$ cat config.mk
export PLATFORM = sky130hd
export DESIGN_NAME = button_decoder
export DESIGN_NICKNAME = d
export VERILOG_FILES = /design/src/rtl/button_decoder.sv
export SDC_FILE = /design/constraint.sdc
export NUM_CORES = 1
export LEC_CHECK = 0
export ABC_AREA = 1
export CAP_MARGIN = 30
export CORE_ASPECT_RATIO = 1.4
export CORE_MARGIN = 5
export CORE_UTILIZATION = 59
export CTS_BUF_LIST = sky130_fd_sc_hd__clkbuf_8
export DETAILED_ROUTE_END_ITERATION = 16
export DONT_BUFFER_PORTS = 1
export PLACE_DENSITY = 0.81
export SLEW_MARGIN = 25
export SYNTH_ARGS = -nofsm -noshare
export SYNTH_HDL_FRONTEND = slang
export SYNTH_SLANG_ARGS = --single-unit
$ cat constraint.sdc
create_clock -name sys_clk -period 2.6 [get_ports sys_clk]
set_input_delay 0.52 -clock sys_clk [delete_from_list [all_inputs] [get_ports sys_clk]]
set_output_delay 0.52 -clock sys_clk [all_outputs]
set_load 0.02 [all_outputs]
$ cat src/rtl/button_decoder.sv
// Push-button front end: 2-FF synchroniser, debouncer and gesture FSM that
// turns one raw pin into press/release/short/double/long one-cycle pulses.
//
// state     | meaning
// ----------+---------------------------------------------------------
// IDLE      | button released, no gesture in progress
// PRESS1    | first press held, timing towards a long press
// LONG_HELD | long press already reported, waiting for release
// WAIT2     | first press released, timing the double-click window
// PRESS2    | second press held, its release reports a double click
module button_decoder #(
  parameter int TANG_NANO_HZ = 24_000_000,
  parameter int DEBOUNCE_MS  = 10,
  parameter int LONG_MS      = 1000,
  parameter int DOUBLE_MS    = 300,
  parameter bit ACTIVE_LOW   = 1'b1
) (
  input  logic sys_clk,
  input  logic sys_rst,
  input  logic btn_raw,
  output logic btn_level,
  output logic press_pulse,
  output logic release_pulse,
  output logic short_click,
  output logic double_click,
  output logic long_press
);

  localparam int TICKS_PER_MS = TANG_NANO_HZ / 1000;
  localparam int DB_COUNT     = TICKS_PER_MS * DEBOUNCE_MS;
  localparam int LONG_COUNT   = TICKS_PER_MS * LONG_MS;
  localparam int DBL_COUNT    = TICKS_PER_MS * DOUBLE_MS;
  localparam int DB_W         = $clog2(DB_COUNT) + 1;
  localparam int GT_MAX       = (LONG_COUNT > DBL_COUNT) ? LONG_COUNT : DBL_COUNT;
  localparam int GT_W         = $clog2(GT_MAX) + 1;

  localparam logic [DB_W-1:0] DB_LAST   = DB_W'(DB_COUNT - 1);
  localparam logic [GT_W-1:0] LONG_LAST = GT_W'(LONG_COUNT - 1);
  localparam logic [GT_W-1:0] DBL_LAST  = GT_W'(DBL_COUNT - 1);

  localparam logic [2:0] ST_IDLE      = 3'd0;
  localparam logic [2:0] ST_PRESS1    = 3'd1;
  localparam logic [2:0] ST_LONG_HELD = 3'd2;
  localparam logic [2:0] ST_WAIT2     = 3'd3;
  localparam logic [2:0] ST_PRESS2    = 3'd4;

  logic            sync_q1, sync_q2;
  logic            btn_sync;
  logic [DB_W-1:0] db_cnt;
  logic            level_d;
  logic            press_evt, release_evt;
  logic [2:0]      state;
  logic [GT_W-1:0] timer;
  logic [GT_W-1:0] timer_inc;

  // Flops reset to the released pin level so leaving reset never looks like a press.
  always_ff @(posedge sys_clk or posedge sys_rst) begin
    if (sys_rst) begin
      sync_q1 <= ACTIVE_LOW;
      sync_q2 <= ACTIVE_LOW;
    end else begin
      sync_q1 <= btn_raw;
      sync_q2 <= sync_q1;
    end
  end

  assign btn_sync = sync_q2 ^ ACTIVE_LOW;

  always_ff @(posedge sys_clk or posedge sys_rst) begin
    if (sys_rst) begin
      db_cnt    <= '0;
      btn_level <= 1'b0;
    end else if (btn_sync == btn_level) begin
      db_cnt <= '0;
    end else if (db_cnt == DB_LAST) begin
      db_cnt    <= '0;
      btn_level <= ~btn_level;
    end else begin
      db_cnt <= db_cnt + DB_W'(1);
    end
  end

  assign press_evt   =  btn_level & ~level_d;
  assign release_evt = ~btn_level &  level_d;

  always_ff @(posedge sys_clk or posedge sys_rst) begin
    if (sys_rst) begin
      level_d       <= 1'b0;
      press_pulse   <= 1'b0;
      release_pulse <= 1'b0;
    end else begin
      level_d       <= btn_level;
      press_pulse   <= press_evt;
      release_pulse <= release_evt;
    end
  end

  assign timer_inc = (&timer) ? timer : timer + GT_W'(1);

  // The FSM reacts to the same edge that launches press/release_pulse, so gesture
  // timing is measured from the cycle those pulses become visible.
  always_ff @(posedge sys_clk or posedge sys_rst) begin
    if (sys_rst) begin
      state        <= ST_IDLE;
      timer        <= '0;
      short_click  <= 1'b0;
      double_click <= 1'b0;
      long_press   <= 1'b0;
    end else begin
      short_click  <= 1'b0;
      double_click <= 1'b0;
      long_press   <= 1'b0;
      case (state)
        ST_IDLE: begin
          timer <= '0;
          if (press_evt) state <= ST_PRESS1;
        end
        ST_PRESS1: begin
          if (release_evt) begin
            state <= ST_WAIT2;
            timer <= '0;
          end else if (timer == LONG_LAST) begin
            long_press <= 1'b1;
            state      <= ST_LONG_HELD;
          end else begin
            timer <= timer_inc;
          end
        end
        ST_LONG_HELD: begin
          if (release_evt) state <= ST_IDLE;
        end
        ST_WAIT2: begin
          if (press_evt) begin
            state <= ST_PRESS2;
          end else if (timer == DBL_LAST) begin
            short_click <= 1'b1;
            state       <= ST_IDLE;
          end else begin
            timer <= timer_inc;
          end
        end
        ST_PRESS2: begin
          if (release_evt) begin
            double_click <= 1'b1;
            state        <= ST_IDLE;
          end
        end
        default: state <= ST_IDLE;
      endcase
    end
  end

endmodule

* After elaboration in Yosys (flattened, before gate mapping)
Cells that the tools add are included.
** Storage, ports and cells
- Output and inout bits :: 6
- Register bits :: 57
- RAM bits :: 0
- Memories :: 0
- Bits in latches :: 0
- Word-level logic and storage cells :: 65
- Memory bits (read-only) :: 0
- Bits of input ports :: 3
** Operators by class
- Add/sub/neg operators :: 2
- Eq/ne operators :: 15
- Reductions and logical operators :: 7
- Order comparisons :: 0
- Multipliers :: 0
- Muxes and demuxes :: 23
- Bitwise logic cells :: 6
- Shifts and indexed selects :: 0
- Divide/modulo/power cells :: 0
** Operator list (number)
- two-way mux 26 bit :: 5
- case mux 26 bit (3 select lines) :: 1
- two-way mux 19 bit :: 2
- adder 26 x 1 -> 26 bit, second input constant :: 1
- equality test 26 x 23 -> 1 bit, second input constant :: 1
- equality test 26 x 25 -> 1 bit, second input constant :: 1
- AND reduction 26 bit :: 1
- adder 19 x 1 -> 19 bit, second input constant :: 1
- equality test 19 x 18 -> 1 bit, second input constant :: 1
- two-way mux 3 bit :: 6
- case mux 3 bit (4 select lines) :: 1
- != test 3 bit, second input constant :: 3
- two-way mux 1 bit :: 8
- AND reduction 4 bit :: 2
- equality test 3 x 2 -> 1 bit, second input constant :: 2
- != test 2 bit, second input constant :: 3
- inverter 1 bit :: 4
- equality test 3 x 1 -> 1 bit, second input constant :: 1
- equality test 3 bit, second input constant :: 1
- logical NOT 3 bit :: 1
- nonzero test 3 bit :: 1
- AND 1 bit :: 2
- != test 2 x 1 -> 1 bit, second input constant :: 1
- AND reduction 2 bit :: 1
- other kinds (2) :: 2

* Longest topological paths before layout
- Depth after elaboration :: 5
- Depth in mapped cells :: 14
- Depth with buffers taken out :: 12

* Least setup slack after synthesis
OpenSTA, ideal clock, no wires.
- Path type :: flip-flop to flip-flop
- Start point :: register timer[0]
- End point :: register timer[13]
- Library setup time :: 0.116 ns
- Stages on the path, launching flop included :: 15
- Clock period less this slack :: 1.833 ns
- Required time :: 2.484 ns
- Arrival time :: 1.717 ns
- Slack :: 0.767 ns
- Cell sequence :: dfrtp_1 ha_1 inv_2 nor2_4 nand2_4 nor2_4 nand3_2 nand2_2 inv_4 nand2_8 inv_2 buf_6 buf_6 nand2_1 nand2_1
** On the way
- Cells in the longest elaborated chain, start to end :: 5
** Ends and longest elaborated chain
- from (decl) :: line 53 : logic [GT_W-1:0] timer;
- from (signal assigned) :: line 126 : timer <= timer_inc;
- from (signal assigned) :: line 139 : timer <= timer_inc;
- adder 26 x 1 -> 26 bit or AND reduction 26 bit (tied branches) :: line 98 : assign timer_inc = (&timer) ? timer : timer + GT_W'(1);
- two-way mux 26 bit :: line 98
- two-way mux 26 bit (on tied branches) :: line 135, 122
- two-way mux 26 bit (on tied branches) :: line 133, 119
- case mux 26 bit (3 select lines) :: line 113 : case (state)
Parallel ways exist; a longest one is shown, timed or not. The select of a mux whose other input is x is not followed.
A chain may end at the register's enable or synchronous reset.

* Final worst setup path
- Start point :: register timer[0]
- End point :: register timer[8]
The elaborated chain is that of the path after synthesis.

==> out/qor.csv <==
stage,metric,value,unit
clocking,clk_latency,0.35,ns
worst_setup_path,max_stage_delay,0.43,ns
placed_design,dp_hpwl,6.44,mm
yosys,yosys_warnings,0,
floorplanning,fp.coreArea,6250,um2
global_route,antenna_found_initial,0,
clocking,cts_hold_buf,0,
yosys,yosysUniqueCellTypes,34,
worst_hold_path,holdCritPathClass,input pin to async pin,
placed_design,place_congestion,0.931,
worst_setup_path,cp_cell_sequence,ha_1 > inv_2 > nor2_4 > nand2_4 > nor2_2 > nand2_2 > nand2_1 > nand3_1 > nand2_1 > nand2_1 > o21ai_1,
clocking,htree_levels,3,
clocking,cts_resized,0,
global_route,grt_max_degree,40,
worst_setup_path,critical_path_arrival,2.52,ns
global_route,grt-ovfl-total,0,
finish,areaGrowthSynthToFinish,7.00,%
worst_setup_path,reg2reg_from,timer[0],
sta,drv_slew,0,
worst_setup_path,cp_max_fo,24,
floorplanning,dieArea,8150,um2
worst_setup_path,reg2reg_to,timer[8],
yosys,yosysSeqAreaShare,37.7,%
worst_setup_path,critPathBufInv,1,
flow_run,drv_cap,0,
detailed_routing,post-route-drc-count,0,
yosys,netlist_area,3790,um2
detailed_routing,routed_wl,8.90,mm
floorplanning,pin_count,9,
sta,slew_headroom,66.8,%
finish,drive_gt1_share,7.31,%
clocking,cts.path.max_buffers,2,
detailed_routing,vias,3618,
clocking,cts_setup_buffers,0,
sta,worstMarginPinSlew,0.497,ns
sta,setup_viol,0,
floorplanning,die_w,77.7,um
yosys,synth_cells,581,
sta,clock.fmax,0.445,GHz
power,power.static_leakage,1.98,nW
power,peakVddDrop,0.387,mV
worst_setup_path,critPathLaunchType,flip-flop,
sta,fin_tns_setup,0,ns
sta,period_minus_slack,2.25,ns
detailed_routing,wl_per_cell,13.5,um
clocking,cts_sinks,57,
finish,diodes,0,
sta,finalCritPeriodShare,86.5,%
finish,mostFrequentLayoutCells,"nand2_1, nor2_1, dfrtp_1",
detailed_routing,ant_nets,0,
yosys,synth_area_per_cell,6.53,um2
finish,largest-register,timer,
clocking,cts_inserted_buffers,9,
finish,mostFrequentLayoutCell,nand2_1,
sta,rsz0062_at_grt,false,
worst_setup_path,worstPathRequired,2.87,ns
clocking,clk_pin_slew,0.08,ns
detailed_routing,vias_per_cell,5.48,
sta,whs,0.0416,ns
detailed_routing,drt_iter0_markers,234,
sta,finalHoldViolations,0,
global_route,track_usage,23.3,%
placed_design,port_buffers,0,
floorplanning,die_y,105,um
worst_setup_path,crit_path_top_delay_cell,dfrtp_1,
worst_setup_path,reg2reg_slack,0.35,ns
finish,largest_reg_flops,26,
global_route,grt_pass1_wl,15.6,mm
floorplanning,initial_core_util,60.6,%
power,power_density,439,nW/um2
status,status,finished clean,
worst_setup_path,crit_type,flip-flop to flip-flop,
clocking,cts_root_buf,clkbuf_8,
global_route,grt_pass1_vias,3485,
detailed_routing,first_pass_iters,5,
worst_setup_path,endpoint_kind,flip-flop,
worst_setup_path,worst-r2r-cell-count,11,
yosys,ys_seq_elements,57,
finish,nets,588,
finish,reg_top3,"timer: 26 flops, db_cnt: 19 flops, state: 3 flops",
yosys,synth_nets,586,
sta,fin_skew,0.0149,ns
worst_setup_path,path_delay_family,simple AND/OR/NAND/NOR gates,
floorplanning,rows,34,
worst_setup_path,cp_common_cell,nand2_1,
clocking,tritoncts,yes,
## per-stage QoR
step                      util [%]  cells  power, mW  instance area, um2  setup slack (ns)
after CTS                     64.9    660       1.80                4060             0.392
after global routing          64.9    660       1.86                4060             0.175
after floorplan                  -    581      0.937                3790             0.684
after global placement        61.6    644      0.948                3850             0.534
after detailed placement      61.6    644      0.949                3850             0.427
final                         64.9    660       1.78                4060             0.352
## cell usage after synthesis, drive strengths merged
cell / n / share of area [%]
inv: 58 / 5.8
a211oi: 2 / 0.40
xnor2: 5 / 1.2
o211ai: 1 / 0.20
nor2: 86 / 9.0
nand3: 51 / 6.9
dfrtp: 55 / 36
dfstp: 2 / 1.4
and2: 1 / 0.17
nor4: 3 / 0.50
or2: 1 / 0.17
buf: 6 / 1.1
xor2: 19 / 4.4
nor3: 12 / 1.9
a21oi: 5 / 0.66
o21ai: 10 / 1.3
and3: 1 / 0.17
nand2: 242 / 25
clkbuf: 7 / 0.69
a21boi: 1 / 0.20
nand4: 9 / 1.5
ha: 2 / 0.66
nor3b: 2 / 0.40
## layout make-up
cell class / count / area (um2)
multi-input cells: 453 / 2070
fillers: 555 / 2200
clock inverters: 7 / 77.6
well taps: 72 / 90.1
flip-flops and latches: 57 / 1430
clock buffers: 9 / 124
inverters: 58 / 220
repair buffers: 4 / 42.5
## routing by layer
| layer | vias up | share of wire, % | track usage (%) |
|---|---|---|---|
| met5 | - | 0 | 0 |
| met4 | 0 | 2.8 | 12.5 |
| met3 | 25 | 4.9 | 4.56 |
| met2 | 95 | 52 | 40.0 |
| met1 | 1686 | 40 | 26.9 |
| li1 | 1812 | - | - |
## logic make-up after synthesis
family,synth area share (%)
DFF,37.7
xor gates and xnor gates,5.54
AOI/OAI and AO/OA,2.77
and+or+nand+nor,45.7
adders and majority gates,0.660
buffers and inverters,7.62
## where the power goes
part / leakage [nW] / switching, mW / internal (mW)
Clock: 0.100 / 0.399 / 0.450
Sequential: 0.787 / 0.00346 / 0.893
Combinational: 1.09 / 0.0265 / 0.00807
## worst max path at each step
stage | endpoint | depth (start not counted) | start
after floorplan | btn_level | 1 | sys_rst
after global placement | timer[11] | 11 | timer[0]
after detailed placement | timer[8] | 11 | timer[0]
after CTS | timer[6] | 11 | timer[0]
after global routing | timer[6] | 11 | timer[0]
final | timer[8] | 11 | timer[0]
(Power assumes the default switching activity.)
